## src/rtl/sample_frame_collector.sv

```systemverilog
// Collects NUM_INPUT signed samples into a frame and hands it to a single-entry output bank.
// Optional macro SAMPLE_FRAME_COLLECTOR_ZERO_PAD_EN zero-pads early-terminated frames instead of dropping them.
module sample_frame_collector #(
    parameter int NUM_INPUT = 2,
    parameter int WIDTH_IN  = 16
) (
    input  logic                       clk,
    input  logic                       rst,
    input  logic                       in_valid,
    output logic                       in_ready,
    input  logic signed [WIDTH_IN-1:0] in_data,
    input  logic                       in_last,
    output logic signed [WIDTH_IN-1:0] out_data [NUM_INPUT],
    output logic                       out_valid,
    input  logic                       out_ready,
    output logic                       frame_drop
);

    localparam int CW = (NUM_INPUT > 1) ? $clog2(NUM_INPUT) : 1;
    localparam logic [CW-1:0] LAST_SLOT = CW'(NUM_INPUT - 1);

    if (WIDTH_IN <= 0) begin : g_bad_width
        $error("sample_frame_collector: WIDTH_IN must be positive");
    end
    if (NUM_INPUT < 2) begin : g_bad_num
        $error("sample_frame_collector: NUM_INPUT must be at least 2");
    end

    typedef enum logic [0:0] {
        COLLECT = 1'b0,
        PENDING = 1'b1
    } state_t;

    state_t                     state_r;
    state_t                     state_next_s;
    logic [CW-1:0]              fill_cnt_r;
    logic signed [WIDTH_IN-1:0] coll_r    [NUM_INPUT];
    logic signed [WIDTH_IN-1:0] out_bank_r [NUM_INPUT];
    logic signed [WIDTH_IN-1:0] frame_s   [NUM_INPUT];
    logic                       out_valid_r;
    logic                       frame_drop_r;
    logic                       accept_s;
    logic                       at_last_s;
    logic                       complete_s;
    logic                       early_drop_s;
    logic                       bank_free_s;
    logic                       load_frame_s;
    logic                       load_pend_s;
    logic                       park_s;
    logic                       drop_s;
    logic                       write_s;

    assign in_ready    = (state_r == COLLECT) & ~rst;
    assign accept_s    = in_valid & in_ready;
    assign at_last_s   = (fill_cnt_r == LAST_SLOT);
    assign bank_free_s = ~out_valid_r | out_ready;
    assign out_valid   = out_valid_r;
    assign frame_drop  = frame_drop_r;
    assign out_data    = out_bank_r;

`ifdef SAMPLE_FRAME_COLLECTOR_ZERO_PAD_EN
    assign complete_s   = at_last_s | in_last;
    assign early_drop_s = 1'b0;
`else
    assign complete_s   = at_last_s;
    assign early_drop_s = in_last & ~at_last_s;
`endif

    // Frame as it would look with the current sample merged at fill_cnt (unfilled slots padded when enabled)
    always_comb begin
        for (int i = 0; i < NUM_INPUT; i++) begin
            if (CW'(i) < fill_cnt_r) begin
                frame_s[i] = coll_r[i];
            end else if (CW'(i) == fill_cnt_r) begin
                frame_s[i] = in_data;
            end else begin
`ifdef SAMPLE_FRAME_COLLECTOR_ZERO_PAD_EN
                frame_s[i] = '0;
`else
                frame_s[i] = coll_r[i];
`endif
            end
        end
    end

    // Next-state and datapath control decode
    always_comb begin
        state_next_s = state_r;
        load_frame_s = 1'b0;
        load_pend_s  = 1'b0;
        park_s       = 1'b0;
        drop_s       = 1'b0;
        write_s      = 1'b0;
        case (state_r)
            COLLECT: begin
                if (accept_s) begin
                    if (complete_s) begin
                        if (bank_free_s) begin
                            load_frame_s = 1'b1;
                        end else begin
                            park_s       = 1'b1;
                            state_next_s = PENDING;
                        end
                    end else if (early_drop_s) begin
                        drop_s = 1'b1;
                    end else begin
                        write_s = 1'b1;
                    end
                end else begin
                    state_next_s = COLLECT;
                end
            end
            PENDING: begin
                if (out_ready) begin
                    load_pend_s  = 1'b1;
                    state_next_s = COLLECT;
                end else begin
                    state_next_s = PENDING;
                end
            end
            default: begin
                state_next_s = COLLECT;
            end
        endcase
    end

    // State register
    always_ff @(posedge clk or posedge rst) begin
        if (rst) begin
            state_r <= COLLECT;
        end else begin
            state_r <= state_next_s;
        end
    end

    // Collection bank, fill counter and output bank
    always_ff @(posedge clk or posedge rst) begin
        if (rst) begin
            fill_cnt_r   <= '0;
            out_valid_r  <= 1'b0;
            frame_drop_r <= 1'b0;
            for (int i = 0; i < NUM_INPUT; i++) begin
                coll_r[i]     <= '0;
                out_bank_r[i] <= '0;
            end
        end else begin
            frame_drop_r <= drop_s;
            if (load_frame_s || load_pend_s) begin
                out_valid_r <= 1'b1;
                for (int i = 0; i < NUM_INPUT; i++) begin
                    out_bank_r[i] <= load_frame_s ? frame_s[i] : coll_r[i];
                end
            end else if (out_ready) begin
                out_valid_r <= 1'b0;
            end
            if (write_s) begin
                coll_r[fill_cnt_r] <= in_data;
                fill_cnt_r         <= fill_cnt_r + CW'(1);
            end else if (park_s) begin
                coll_r     <= frame_s;
                fill_cnt_r <= '0;
            end else if (load_frame_s || load_pend_s || drop_s) begin
                fill_cnt_r <= '0;
            end
        end
    end

endmodule

```

## config.mk

```make
export PLATFORM = sky130hd
export DESIGN_NAME = sample_frame_collector
export DESIGN_NICKNAME = d
export VERILOG_FILES = /design/src/rtl/sample_frame_collector.sv
export SDC_FILE = /design/constraint.sdc
export NUM_CORES = 1
export LEC_CHECK = 0
export CAP_MARGIN = 20
export CORE_ASPECT_RATIO = 1.4
export CORE_MARGIN = 5
export CORE_UTILIZATION = 54
export DETAILED_ROUTE_END_ITERATION = 8
export PLACE_DENSITY = 0.85
export SLEW_MARGIN = 20
export SYNTH_ARGS = -nofsm -noshare
export SYNTH_HDL_FRONTEND = slang
export SYNTH_SLANG_ARGS = --single-unit
```

## constraint.sdc

```tcl
create_clock -name clk -period 6.34 [get_ports clk]
set_input_delay 1.268 -clock clk [delete_from_list [all_inputs] [get_ports clk]]
set_output_delay 1.268 -clock clk [all_outputs]
set_load 0.03 [all_outputs]
```

==> flow_metrics.py <==
metrics = {
    "power_and_ir_drop": {
        "intPower_w": 0.00109,
        "p_leak_nw": 1.51,
        "vdd_ir_drop_max_v": 0.000277,
        "seqPwrFrac": 0.409,
        "p_sw_w": 0.000529,
        "p_sw_frac": 0.328,
        "p_comb_frac": 0.380,
        "power_density_nw_per_um2": 461,
        "p_clk_frac": 0.211,
    },
    "critical_path": {
        "setup.worst_path.class": "primary input to output pin",
        "cp-start-kind": "primary input",
        "r2r-start": "state_r",
        "rrSetupSlack_ns": 4.16,
        "arrival_ns": 2.56,
        "r2r_end": "coll_r[17]",
        "cp_max_fo": 5,
        "required_ns": 5.07,
        "reg2reg_depth": 3,
        "critPathCaptureType": "output pin",
    },
    "logic_synthesis": {
        "synthDistinctLibCells": 24,
        "netlist_area_um2": 2720,
        "synth_area_leaders": "dfrtp_1 (63%), mux2_2 (20%), o221a_2 (6.6%), or2_2 (3.7%), buf_2 (0.74%)",
        "postSynthCellCount": 176,
        "synthFlopType": "dfrtp_1",
        "yosysTopAreaCell": "dfrtp_1",
        "ys_async_sr_fraction": 1.00,
        "syn_area_per_cell_um2": 15.5,
        "ys_seq_area_frac": 0.626,
        "synth_nets": 197,
        "synth-seq-cells": 68,
        "synth_edf_count": 0,
        "netlist.area_leader.share": 0.626,
        "ys.warnings.count": 0,
    },
    "clocking": {
        "cts.sinks": 68,
        "clk_pin_slew_ns": 0.06,
        "root_buffer": "clkbuf_8",
        "cts_tree": "built",
        "cts_hold_buf": 0,
        "post_cts_buffers": 0,
        "cts_buffers": 9,
        "cts.path.max_buffers": 2,
        "clock_latency_ns": 0.33,
        "cts.htree.levels": 3,
        "cts.repair.resized": 0,
    },
    "grt": {
        "grt_use_met1": 0.211,
        "grt_remaining_overflow": 0,
        "grt_pass1_vias": 1773,
        "grt_max_degree": 69,
        "use_met3": 0.0546,
        "globalRouteMet2Util": 0.279,
        "antenna_found_initial": 0,
        "grt_util_all_layers": 0.172,
        "grt_pass1_wl_um": 8740,
        "top_usage_layer": "met2",
    },
    "finish": {
        "final_cell_mix": "dfrtp_1 (68), clkdlybuf4s50_1 (55), mux2_2 (48)",
        "area_delta_synth_final_pct": 28.8,
        "layout_commonest_cell": "dfrtp_1",
        "drive_gt1_frac": 0.425,
        "fin_nets": 256,
        "stdcell_area_um2": 3500,
        "diodes": 0,
    },
    "placed_design": {
        "place.gp.congestion": 0.675,
        "portBuffers": 55,
        "place_area_um2": 3300,
        "dp_hpwl_um": 3240,
    },
    "die": {
        "core.rowCount": 30,
        "coreArea_um2": 4880,
        "ios": 56,
        "fp.dieH_um": 94.0,
        "die_area_um2": 6580,
        "start_util": 0.557,
        "fp.dieW_um": 70.0,
    },
    "routing": {
        "dr.pass1.iters": 4,
        "routedWlPerCell_um": 16.6,
        "detail-route-antenna-nets": 0,
        "drc": 0,
        "vias": 1639,
        "drt_wl_total_um": 5060,
        "vias_per_cell": 5.39,
        "first_iter_violations": 76,
    },
    "sta": {
        "post-route-period-util": 0.604,
        "max_slew_margin": 0.360,
        "hold_viol_final": 0,
        "maxSlewViolCount": 0,
        "tightest_slew_ns": 0.961,
        "fin_skew_ns": 0.00546,
        "max_freq_mhz": 261,
        "tns_ns": 0,
        "finalSetupViolCount": 0,
        "rsz0062_at_grt": "no",
        "fin_crit_ns": 3.83,
    },
    "run": {
        "max_cap_viol_count": 0,
    },
    "hold_path": {
        "worstHoldStart": "coll_r[14]",
        "min_to": "coll_r[14]",
        "hold_path_depth": 1,
        "hp-class": "flip-flop to flip-flop",
    },
    "outcome": {
        "run_status": "finished, final reports clean",
    },
}
Yosys cell counts, types with 2 or more instances:
library cell,instances
nand2_1,3
o221a_2,16
clkbuf_1,2
dfrtp_1,68
nor2_1,2
mux2_2,48
buf_2,4
inv_1,2
or2_2,16
critical path: stages:
cell             delay, ns
clkdlybuf4s50_1       0.48
nor2_1                0.12
clkdlybuf4s50_1       0.68
power groups by stage:
stage                     clock network [W]  registers (W)  logic, W
after floorplan                           0       0.000856  0.000172
after global placement                    0       0.000665  0.000611
after detailed placement                  0       0.000668  0.000621
after CTS                          0.000351       0.000663  0.000622
after global routing               0.000370       0.000681  0.000648
final                              0.000341       0.000661  0.000614
kinds of logic (layout without fill, tap and decap cells):
family | Yosys count | count (layout) | synth area share
multiplexers | 48 | 48 | 0.199
flip-flops | 68 | 68 | 0.626
buffers and inverters | 10 | 74 | 0.0225
AND/OR/NAND/NOR | 30 | 30 | 0.0736
AO/OA/AOI/OAI | 20 | 20 | 0.0796
how the worst max path moves through the flow:
stage / start / end / slack (ns) / cells past startpoint
global route: rst / in_ready / 2.46 / 3
global placement: rst / in_ready / 2.54 / 3
detailed placement: rst / in_ready / 2.51 / 3
CTS: rst / in_ready / 2.50 / 3
floorplan: rst / at_last_s / 3.36 / 1
finish: rst / in_ready / 2.51 / 3
metrics by stage:
stage | utilization | cells | setup WS (ns) | hold WS [ns] | total power, W
6_report | 0.718 | 304 | 2.51 | 0.499 | 0.00162
2_1_floorplan | - | 176 | 3.36 | 0.471 | 0.00103
3_5_place_dp | 0.677 | 288 | 2.51 | 0.486 | 0.00129
5_1_grt | 0.718 | 304 | 2.46 | 0.520 | 0.00170
4_1_cts | 0.718 | 304 | 2.50 | 0.501 | 0.00164
3_3_place_gp | 0.677 | 288 | 2.54 | 0.479 | 0.00128
area by class of cell:
type                    instances  area [µm²]
flip-flops and latches         68        1700
fillers                       344        1380
multi-input cells              98         957
repair buffers                 56         558
clock buffers                  16         200
well taps                      64        80.1
inverters                       2        7.51
state kept, by name, summed over array words and instances, names as in the netlist:
| register | count |
|---|---|
| out_data | 32 |
| frame_drop | 1 |
| at_last_s | 1 |
| state_r | 1 |
| out_valid | 1 |
| coll_r | 32 |
routing by layer:
metal / wire length (µm) / up-vias
met3: 240 / 6
met1: 2260 / 831
met5: 0 / -
li1: - / 761
met2: 2480 / 41
met4: 78 / 0
Note: power is estimated with default switching activity, not from simulation.
